[src/rtl/dma_sched_pkg.sv]
// -----------------------------------------------------------------------------
// dma_sched_pkg
// Shared types and default widths for the DMA descriptor scheduler and the
// system top that hosts dma_controller_module.
//   DMA_ADDR_W / DMA_SIZE_W : default address / byte-count widths
//   sched_state_t           : scheduler FSM encoding
//   desc_t                  : descriptor (addr, size) at the default widths
// -----------------------------------------------------------------------------
package dma_sched_pkg;

    localparam int DMA_ADDR_W = 8;
    localparam int DMA_SIZE_W = 8;
    localparam int DMA_CNT_W  = 8;

    typedef enum logic [2:0] {
        S_IDLE      = 3'd0,
        S_LAUNCH    = 3'd1,
        S_WAIT_DONE = 3'd2,
        S_RELEASE   = 3'd3,
        S_HALT      = 3'd4
    } sched_state_t;

    typedef struct packed {
        logic [DMA_ADDR_W-1:0] addr;
        logic [DMA_SIZE_W-1:0] size;
    } desc_t;

endpackage

[src/rtl/dma_desc_fifo.sv]
// -----------------------------------------------------------------------------
// dma_desc_fifo
// Synchronous circular-buffer FIFO of descriptor entries.
//   clk, rstn        : clock, async active-low reset (pointers/count only)
//   push_i, din_i    : write request and entry; ignored while full
//   pop_i, dout_o    : read request; dout_o is the current head (show-ahead)
//   full_o, empty_o  : occupancy flags derived from the registered count
//   count_o          : number of stored entries
// -----------------------------------------------------------------------------
module dma_desc_fifo
    import dma_sched_pkg::*;
#(
    parameter int  DEPTH   = 4,
    parameter type entry_t = desc_t
) (
    input  logic                       clk,
    input  logic                       rstn,
    input  logic                       push_i,
    input  entry_t                     din_i,
    input  logic                       pop_i,
    output entry_t                     dout_o,
    output logic                       full_o,
    output logic                       empty_o,
    output logic [$clog2(DEPTH+1)-1:0] count_o
);

    localparam int PW = (DEPTH > 1) ? $clog2(DEPTH) : 1;
    localparam int CW = $clog2(DEPTH+1);

    entry_t          mem_q [DEPTH];
    logic [PW-1:0]   wr_ptr_q, rd_ptr_q;
    logic [CW-1:0]   count_q, count_d;
    logic            do_push, do_pop;

    assign full_o  = (count_q == CW'(DEPTH));
    assign empty_o = (count_q == '0);
    assign count_o = count_q;
    assign dout_o  = mem_q[rd_ptr_q];

    assign do_push = push_i && !full_o;
    assign do_pop  = pop_i  && !empty_o;

    always_comb begin
        count_d = count_q;
        case ({do_push, do_pop})
            2'b10:   count_d = count_q + 1'b1;
            2'b01:   count_d = count_q - 1'b1;
            default: count_d = count_q;
        endcase
    end

    // DEPTH is a power of two, so pointers wrap by plain overflow.
    always_ff @(posedge clk or negedge rstn) begin
        if (!rstn) begin
            wr_ptr_q <= '0;
            rd_ptr_q <= '0;
            count_q  <= '0;
        end else begin
            if (do_push) wr_ptr_q <= wr_ptr_q + 1'b1;
            if (do_pop)  rd_ptr_q <= rd_ptr_q + 1'b1;
            count_q <= count_d;
        end
    end

    always_ff @(posedge clk) begin
        if (do_push) mem_q[wr_ptr_q] <= din_i;
    end

endmodule

[src/rtl/dma_descriptor_scheduler.sv]
// -----------------------------------------------------------------------------
// dma_descriptor_scheduler
// Queues CPU descriptors and issues them one at a time to the DMA controller
// using its level start / level done handshake. Zero-length descriptors are
// retired without launching; each launch is guarded by a timeout that parks
// the scheduler in HALT until software clears the error.
//   clk, rstn                          : clock, async active-low reset
//   desc_valid/desc_ready/addr/size    : CPU descriptor push interface
//   dma_start, dma_start_address,
//   dma_transfer_size, dma_done        : controller handshake
//   err_clear                          : leave HALT, clear timeout_err
//   busy, queue_count, completed_count,
//   done_pulse, timeout_err            : status
// -----------------------------------------------------------------------------
module dma_descriptor_scheduler
    import dma_sched_pkg::*;
#(
    parameter int ADDR_WIDTH     = DMA_ADDR_W,
    parameter int SIZE_WIDTH     = DMA_SIZE_W,
    parameter int QUEUE_DEPTH    = 4,
    parameter int TIMEOUT_CYCLES = 1024,
    parameter int CNT_WIDTH      = DMA_CNT_W
) (
    input  logic                             clk,
    input  logic                             rstn,
    input  logic                             desc_valid,
    output logic                             desc_ready,
    input  logic [ADDR_WIDTH-1:0]            desc_addr,
    input  logic [SIZE_WIDTH-1:0]            desc_size,
    output logic                             dma_start,
    output logic [ADDR_WIDTH-1:0]            dma_start_address,
    output logic [SIZE_WIDTH-1:0]            dma_transfer_size,
    input  logic                             dma_done,
    input  logic                             err_clear,
    output logic                             busy,
    output logic [$clog2(QUEUE_DEPTH+1)-1:0] queue_count,
    output logic [CNT_WIDTH-1:0]             completed_count,
    output logic                             done_pulse,
    output logic                             timeout_err
);

    localparam int TCW = (TIMEOUT_CYCLES > 1) ? $clog2(TIMEOUT_CYCLES) : 1;
    localparam logic [TCW-1:0] TC_LAST = TCW'(TIMEOUT_CYCLES - 1);

    typedef struct packed {
        logic [ADDR_WIDTH-1:0] addr;
        logic [SIZE_WIDTH-1:0] size;
    } entry_t;

    entry_t head, push_entry;
    logic   fifo_full, fifo_empty, pop;

    sched_state_t          state_q, state_d;
    logic                  start_q, start_d;
    logic [ADDR_WIDTH-1:0] addr_q, addr_d;
    logic [SIZE_WIDTH-1:0] size_q, size_d;
    logic [TCW-1:0]        tcnt_q, tcnt_d;
    logic                  err_q, err_d;
    logic [CNT_WIDTH-1:0]  cmp_q, cmp_d;
    logic                  pulse_q, pulse_d;

    assign push_entry = '{addr: desc_addr, size: desc_size};

    dma_desc_fifo #(
        .DEPTH   (QUEUE_DEPTH),
        .entry_t (entry_t)
    ) u_fifo (
        .clk     (clk),
        .rstn    (rstn),
        .push_i  (desc_valid),
        .din_i   (push_entry),
        .pop_i   (pop),
        .dout_o  (head),
        .full_o  (fifo_full),
        .empty_o (fifo_empty),
        .count_o (queue_count)
    );

    // Ready follows the registered occupancy only, so a pop in the same
    // cycle never opens a slot early.
    assign desc_ready        = !fifo_full;
    assign dma_start         = start_q;
    assign dma_start_address = addr_q;
    assign dma_transfer_size = size_q;
    assign busy              = (state_q != S_IDLE) || !fifo_empty;
    assign completed_count   = cmp_q;
    assign done_pulse        = pulse_q;
    assign timeout_err       = err_q;

    always_comb begin
        state_d = state_q;
        start_d = start_q;
        addr_d  = addr_q;
        size_d  = size_q;
        tcnt_d  = tcnt_q;
        err_d   = err_q;
        cmp_d   = cmp_q;
        pulse_d = 1'b0;
        pop     = 1'b0;
        case (state_q)
            S_IDLE: begin
                if (!fifo_empty) begin
                    pop = 1'b1;
                    if (head.size == '0) begin
                        // Retire empty descriptor without touching the controller.
                        pulse_d = 1'b1;
                        cmp_d   = cmp_q + 1'b1;
                    end else begin
                        addr_d  = head.addr;
                        size_d  = head.size;
                        state_d = S_LAUNCH;
                    end
                end
            end
            S_LAUNCH: begin
                start_d = 1'b1;
                tcnt_d  = '0;
                state_d = S_WAIT_DONE;
            end
            S_WAIT_DONE: begin
                if (dma_done) begin
                    start_d = 1'b0;
                    state_d = S_RELEASE;
                end else if (tcnt_q == TC_LAST) begin
                    err_d   = 1'b1;
                    start_d = 1'b0;
                    state_d = S_HALT;
                end else if (tcnt_q != '1) begin
                    tcnt_d = tcnt_q + 1'b1;
                end
            end
            S_RELEASE: begin
                // Controller drops done only after it sees start low.
                start_d = 1'b0;
                if (!dma_done) begin
                    pulse_d = 1'b1;
                    cmp_d   = cmp_q + 1'b1;
                    state_d = S_IDLE;
                end
            end
            S_HALT: begin
                start_d = 1'b0;
                if (err_clear) begin
                    err_d   = 1'b0;
                    state_d = S_IDLE;
                end
            end
            default: begin
                start_d = 1'b0;
                state_d = S_IDLE;
            end
        endcase
    end

    always_ff @(posedge clk or negedge rstn) begin
        if (!rstn) begin
            state_q <= S_IDLE;
            start_q <= 1'b0;
            addr_q  <= '0;
            size_q  <= '0;
            tcnt_q  <= '0;
            err_q   <= 1'b0;
            cmp_q   <= '0;
            pulse_q <= 1'b0;
        end else begin
            state_q <= state_d;
            start_q <= start_d;
            addr_q  <= addr_d;
            size_q  <= size_d;
            tcnt_q  <= tcnt_d;
            err_q   <= err_d;
            cmp_q   <= cmp_d;
            pulse_q <= pulse_d;
        end
    end

endmodule

[config.mk]
export PLATFORM = sky130hd
export DESIGN_NAME = dma_descriptor_scheduler
export DESIGN_NICKNAME = d
export VERILOG_FILES = /design/src/rtl/dma_sched_pkg.sv /design/src/rtl/dma_desc_fifo.sv /design/src/rtl/dma_descriptor_scheduler.sv
export SDC_FILE = /design/constraint.sdc
export NUM_CORES = 1
export LEC_CHECK = 0
export BUFFER_PORTS_ARGS = -buffer_cell sky130_fd_sc_hd__buf_2
export CORE_UTILIZATION = 30
export CTS_CLUSTER_DIAMETER = 50
export DETAILED_ROUTE_END_ITERATION = 12
export HOLD_SLACK_MARGIN = 0.15
export PLACE_DENSITY_LB_ADDON = 0.25
export SLEW_MARGIN = 20
export SYNTH_ARGS = -nofsm -noshare
export SYNTH_HDL_FRONTEND = slang
export SYNTH_SLANG_ARGS = --single-unit
[constraint.sdc]
create_clock -name clk -period 5.1 [get_ports clk]
set_input_delay 1.02 -clock clk [delete_from_list [all_inputs] [get_ports clk]]
set_output_delay 1.02 -clock clk [all_outputs]
set_load 0.005 [all_outputs]
Word-level counts from Yosys, hierarchy flattened. Memory sizes are Yosys's and may differ from the RTL's. Cells that the tools add are included.

Register bits after elaboration: 47. RAM bits: 64. Input port bits: 21. Output and inout port bits: 32. Word-level logic and storage cells: 90. Memories kept: 1.

Memory list: u_fifo.mem_q (depth 4, bits a word 16, rd ports 1, clocked after memory_dff 0, write ports 1, RTL line dma_desc_fifo.sv:30) `entry_t mem_q [DEPTH];`.

$add $sub $neg: 6. Equality and inequality tests: 19. Multiplexer cells: 31. Bitwise logic cells: 3. Reductions and logical operators: 19.

Operators with widths (number): $mux W10 (3); $mux W8 (3); $pmux W10 S2 (1); $mux W3 (6); $ne A2 B2 Y1 const B (9); $pmux W8 S2 (1); $pmux W3 S5 (1); $mux W1 (12); $reduce_and A4 Y1 (3); $add A10 B1 Y10 const B (1); $eq A10 B10 Y1 const B (1); $ne A10 B10 Y1 const B (1); $add A8 B1 Y8 const B (1); $logic_not A8 Y1 (1); $reduce_bool A2 Y1 (4); $eq A3 B2 Y1 const B (2); $eq A3 B3 Y1 const B (2); $logic_not A3 Y1 (2); $pmux W3 S2 (1); $reduce_and A5 Y1 (1); $add A2 B1 Y2 const B (2); $pmux W1 S2 (2); $add A3 B1 Y3 const B (1); $eq A3 B1 Y1 const B (1); 12 further kinds (16).

Depth between registers and ports, before layout. Gate-level depths: netlist (run 1).

Depth in word-level cells: 6. Depth in mapped cells: 10. Mapped depth without buffers: 10.

Hierarchy. From an unflattened synthesis (run 1), not the netlist that was laid out.

Cells, all modules: 292. Area total of the unflattened synthesis: 4658.2 sq um.

By module, submodules not included: dma_desc_fifo (times used 1, cells each 122, area each 2737.6 sq um, sequential area each 2097.0 sq um); dma_descriptor_scheduler (times used 1, cells each 170, area each 1920.6 sq um, sequential area each 1001.0 sq um).

Least setup slack after synthesis (run 1). No wires, ideal clock.

Path type: input to register. Start: input dma_done. End: register tcnt_q[4]. Setup time: 132 ps. Data arrival time: 2472 ps. Required time: 4968 ps. Setup slack: 2496 ps. Cell stages on the path: 6. Buffers on the path: 1. Cells stage by stage: or4b_1 -> a31oi_1 -> clkbuf_1 -> nand4_1 -> xor2_1 -> nor2_1.

Longest elaborated chain between the ends: 2.

Ends and longest elaborated chain: start: declaration (RTL line dma_descriptor_scheduler.sv:33) `input logic dma_done,`; $ne A2 B2 Y1 (no source line); $reduce_and A4 Y1 (no source line); end signal: assignment (RTL line dma_descriptor_scheduler.sv:170) `tcnt_q <= tcnt_d;`; end: declaration (RTL line dma_descriptor_scheduler.sv:57) `logic [TCW-1:0] tcnt_q, tcnt_d;`.

Every way passes these cells. A chain may end at the register's enable or synchronous reset.

Worst setup path after layout (run 1).
Start: register u_fifo.rd_ptr_q[0]. End: register size_q[7] (netlist: dma_transfer_size[7]).

Longest elaborated chain between the ends: 4.

Ends and longest elaborated chain: start: declaration (RTL line dma_desc_fifo.sv:31) `logic [PW-1:0] wr_ptr_q, rd_ptr_q;`; start signal: assignment (RTL line dma_desc_fifo.sv:60) `if (do_pop) rd_ptr_q <= rd_ptr_q + 1'b1;`; $mem_v2 Z4 W16 (*); $logic_not A8 Y1 (RTL line dma_descriptor_scheduler.sv:104) `if (head.size == '0) begin`; $not A1 Y1 (no source line); $reduce_and A3 Y1 (no source line); end signal: assignment (RTL line dma_descriptor_scheduler.sv:169) `size_q <= size_d;`; end: declaration (RTL line dma_descriptor_scheduler.sv:56) `logic [SIZE_WIDTH-1:0] size_q, size_d;`.

Every way passes the cells marked *; elsewhere a longest branch is shown, timed or not.

==> metrics.yaml, run 1 <==
grt_pass1_wl_um: 13550
drv_slew: 0
drc: 0
cts_tree: "yes"
antenna_found_initial: 0
wirelength_um: 8166
rows: 44
wl_per_cell_um: 15.79
reg2reg_from: "u_fifo.rd_ptr_q[0]"
synth-adder-area-share_pct: 2.388
cts_hold_buffers: 0
max_stage_delay_ns: 0.71
path_cells: "buf_4 > mux4_2 > nor4_1 > nand2_1 > and2_1 > mux2_1"
final_cells: 517
synthesis.area_um2: 4507
period_needed_ns: 3.277
vdd_drop_max_uv: 260.3
post_cts_buffers: 0
nets: 356
dp_cells: 500
dieArea_um2: 15520
syn_inst: 272
crit_path_end_kind: "flop"
ant_nets: 0
fmax_mhz: 305.2
h-tree-depth: 3
synthArstFlopShare_pct: 42.34
grt_max_degree: 48
synth_compound_area_share_pct: 2.082
place_congestion: 0.7288
p_int_mw: 2.038
cp.arrival_ns: 3.51
die_w_um: 124.6
synth_flop_cell: "edfxtp_1"
r2r_slack_ns: 1.82
yosysWarnings: 0
clock_latency_ns: 0.35
skew_ns: 0.008797
finalHoldViolCount: 0
cp_num_buf_inv: 1
coreArea_um2: 14590
max_slew.worst_pin.slew_ns: 0.9819
yosysUniqueCellTypes: 37
dp_hpwl_um: 5532
port_buffers: 52
clk_pin_slew_ns: 0.07
vias: 2360
crit_fanout: 16
hold_class: "flop to flop"
start_util_pct: 30.89
die_y_um: 124.6
power_density_nw_per_um2: 566.9
cts_buffers: 9
synth-xor-area-share_pct: 3.692
power_frac_comb_pct: 30.6
cts_buffer_depth: 2
drive_gt1_share_pct: 28.61
fin_crit_sh_pct: 64.25
drv_cap: 0
slew-limit-headroom_pct: 34.54
power.leakage_nw: 2.060
track_usage_pct: 11.44
worstRegToRegCells: 6
crit_required_ns: 5.33
cp_top_family: "simple AND/OR/NAND/NOR gates"
status: "complete, no violations"
area.growth.synth_to_final_pct: 16.16
rsz0062_at_grt: "no"
netSwitchingFraction_pct: 31.33
drtIter0Drc: 131
syn_nets: 301
gr-total-overflow: 0
cp.depth: 6
avgSynthCellArea_um2: 16.57
final_common_cell: "edfxtp_1"
ys_seq_elements: 111
worst_path_max_delay_cell: "dfrtp_1"
p_sw_uw: 929.9
vias_per_cell: 4.565
setup_violations: 0
synth_top_family_by_area: "multiplexers"
p_clk_share_pct: 22.3
synth_edf_count: 64
yosysSeqAreaShare_pct: 68.74
reg2reg_to: "dma_transfer_size[7]"
cts_resized: 0
yosys.area_share.simple_pct: 7.524
crit_path_end: "dma_transfer_size[7]"
crit_type: "flop to flop"
filler_cell_count: 1395
clock_sinks: 111
grt_pass1_vias: 2479
synth_mux_area_share_pct: 13.52
pin_count: 53
most-common-layout-cells: "edfxtp_1, buf_2, dfrtp_1"
finalSetupTns_ns: 0
power_mw: 2.968
cts_root_buf: "clkbuf_16"
startpoint: "u_fifo.rd_ptr_q[0]"
drtPass1Iterations: 4
critPathLaunchType: "flop"
power_frac_seq_pct: 47.1
power groups by stage:
stage	Combinational, mW	Clock (mW)	Sequential [mW]
4_1_cts	0.938	0.681	1.41
2_1_floorplan	0.732	0	1.33
3_3_place_gp	0.912	0	1.42
3_5_place_dp	0.939	0	1.42
5_1_grt	1.02	0.716	1.44
6_report	0.909	0.660	1.40
worst min path at each step:
stage | start | to | depth (start not counted)
final | completed_count[7] | completed_count[7] | 1
after global routing | completed_count[7] | completed_count[7] | 1
after CTS | completed_count[7] | completed_count[7] | 1
after detailed placement | completed_count[7] | completed_count[7] | 1
after global placement | completed_count[7] | completed_count[7] | 1
after floorplan | completed_count[7] | completed_count[7] | 1
synthesized netlist by cell type (all sizes together), types with 2 or more instances:
cell type | instances | share of area (%)
a21oi | 3 | 0.33
and2 | 2 | 0.28
and3 | 8 | 1.1
and4 | 2 | 0.39
buf | 6 | 1.1
clkbuf | 4 | 0.33
dfrtp | 47 | 26
edfxtp | 64 | 43
ha | 7 | 1.9
inv | 8 | 0.67
mux2 | 17 | 5.1
mux2i | 2 | 0.44
mux4 | 16 | 8.0
nand2 | 17 | 1.4
nand2b | 2 | 0.28
nand3 | 2 | 0.22
nand4 | 6 | 0.83
nor2 | 14 | 1.2
nor3 | 6 | 0.67
nor4 | 2 | 0.28
o211ai | 2 | 0.33
o21ai | 5 | 0.56
or4 | 2 | 0.33
xnor2 | 10 | 1.9
xor2 | 9 | 1.7
worst register-to-register path: stages, from the launching register on:
cell and delay [ns]:
dfrtp_1 0.71, buf_4 0.34, mux4_2 0.55, nor4_1 0.48, nand2_1 0.13, and2_1 0.50, mux2_1 0.45
registers in the layout, indices dropped and copies added, names as in the netlist:
name / flops
u_fifo.rd_ptr_q: 2
dma_start_address: 8
tcnt_q: 10
completed_count: 8
u_fifo.mem_q: 64
u_fifo.count_o: 3
timeout_err: 1
done_pulse: 1
u_fifo.wr_ptr_q: 2
dma_start: 1
dma_transfer_size: 8
state_q: 3
cell families (layout without fill, tap and decap cells):
kind of cell    count (synthesis)  in the layout
compound gates                 15             15
xor+xnor                       19             19
fa+ha+maj                       8              8
buf+inv                        18             78
flops                         111            111
mux                            35             35
other cells                     0              1
simple gates                   66             66
layer usage:
metal	track usage, %	up-vias	wire length, um
met5	0	-	0
met4	3.614	0	118
met3	4.210	9	527
met2	17.32	62	3679
met1	15.19	1164	3841
li1	-	1125	-
area by class of cell:
class	instances	area [um^2]	share of cell area, %
multi-input cells	143	1316	25.14
repair buffers	54	277.8	5.306
diodes	1	2.502	0.04780
well taps	184	230.2	4.398
inverters	8	30.03	0.5736
flip-flops and latches	111	3098	59.18
clock buffers	10	229.0	4.374
clock inverters	6	51.30	0.9799
metrics by stage:
step                cell area (um^2)  util [%]  hold slack, ns  setup slack (ns)
detailed placement              4950     33.93          0.4637             1.731
global placement                4950     33.93          0.4576             1.825
finish                          5235     35.88          0.4659             1.823
CTS                             5230     35.85          0.4738             1.710
global route                    5233     35.87          0.4870             1.470
floorplan                       4507         -          0.4684             2.496
Note: power is estimated with default switching activity, not from simulation.
==> run 2, diff against run 1 <==
clock period = 3.2 ns   (was 5.1 ns; I/O delays follow)
==> metrics.yaml, run 2 (synthesis results as in run 1) <==
clock_latency_ns: 0.34
status: "complete, no violations"
track_usage_pct: 11.72
final_cell_area_um2: 5289
cts_tree: "yes"
power.leakage_nw: 2.098
pin_count: 53
place_congestion: 0.7295
clk_pin_slew_ns: 0.07
wl_met1_um: 3806
wl_per_cell_um: 16.51
wl_met2_um: 4311
top_layer: "met4"
start_util_pct: 30.89
dpl_cell_area_um2: 4990
vias_per_cell: 4.649
dieArea_um2: 15520
drtPass1Iterations: 4
max_slew.worst_pin.slew_ns: 0.9491
setup_ws_ns: 0.6913
rows: 44
fmax_mhz: 398.6
crit_path_end_kind: "flop"
skew_ns: 0.009348
finalHoldViolCount: 0
crit_fanout: 16
cts_buffer_depth: 2
place_ws_ns: 0.6394
slew-limit-headroom_pct: 36.73
vias: 2427
die_y_um: 124.6
cts_hold_buffers: 0
cts_root_buf: "clkbuf_16"
routed-wl-met3_um: 397
setup_violations: 0
hold_class: "primary input to asynchronous set/reset pin"
power_mw: 4.861
final_common_cell: "edfxtp_1"
die_w_um: 124.6
rsz0062_at_grt: "no"
vdd_drop_max_uv: 334.1
drc: 0
clock_sinks: 111
ant_nets: 0
filler_cell_count: 1402
drive_gt1_share_pct: 29.38
coreArea_um2: 14590
nets: 361
cts_resized: 0
post_cts_buffers: 0
grt_max_degree: 48
wirelength_um: 8618
area.growth.synth_to_final_pct: 17.35
largest_register_ffs: 64
most-common-layout-cells: "edfxtp_1, buf_2, dfrtp_1"
grt_pass1_wl_um: 13830
grt_pass1_vias: 2608
critPathLaunchType: "flop"
power_density_nw_per_um2: 919.1
antenna_found_initial: 1
crit_required_ns: 3.43
cp.arrival_ns: 2.74
drtIter0Drc: 117
period_needed_ns: 2.509
top_regs: "u_fifo.mem_q: 64 flops, tcnt_q: 10 flops"
gr-total-overflow: 0
fin_crit_sh_pct: 78.40
whs_ns: 0.3077
crit_type: "flop to flop"
drv_cap: 0
port_buffers: 52
dp_cells: 505
utilization_pct: 36.25
top_register: "u_fifo.mem_q"
cts_buffers: 9
finalSetupTns_ns: 0
drv_slew: 0
dp_hpwl_um: 5800
final_cells: 522
h-tree-depth: 3
run 2: changes by cell type in the layout (fill, tap and decap cells not counted), sizes merged:
cell,change
buf,+5
bufinv,+1
clkbuf,+1
clkinvlp,-2
run 2: report_power, final:
group | switching, mW | internal (mW)
Combinational | 0.757 | 0.816
Sequential | 0.238 | 1.93
Clock | 0.502 | 0.618
run 2: metal layers:
| layer | up-vias | track usage (%) |
|---|---|---|
| li1 | 1140 | - |
| met1 | 1227 | 14.26 |
| met2 | 50 | 19.73 |
| met3 | 10 | 3.737 |
| met4 | 0 | 3.614 |
| met5 | - | 0 |
run 2: critical path, stage by stage (launching register included):
cell	delay, ns
dfrtp_1	0.37
buf_4	0.18
mux4_2	0.52
nor4_1	0.45
nand2_1	0.13
and2_1	0.18
buf_4	0.22
mux2_1	0.34
run 2: path summary, 6_finish.rpt:
check,from,to,depth (start not counted),slack [ns]
worst max-delay path,u_fifo.rd_ptr_q[0],dma_transfer_size[7],7,0.69
worst min-delay path,rstn,tcnt_q[6],1,0.31
worst max register to register,u_fifo.rd_ptr_q[0],dma_transfer_size[7],7,0.69
worst min register to register,completed_count[7],completed_count[7],1,0.47
max in group asynchronous,rstn,u_fifo.rd_ptr_q[1],1,2.46
min in group clk,completed_count[7],completed_count[7],1,0.47
run 2: cell type report:
cell class	count	area [um^2]	share of cell area, %
Timing Repair Buffer	59	315.3	5.962
Inverter	8	30.03	0.5678
Antenna cell	1	2.502	0.04731
Multi-Input combinational cell	143	1316	24.89
Sequential cell	111	3098	58.58
Tap cell	184	230.2	4.353
Clock inverter	5	63.81	1.207
Clock buffer	11	232.7	4.400
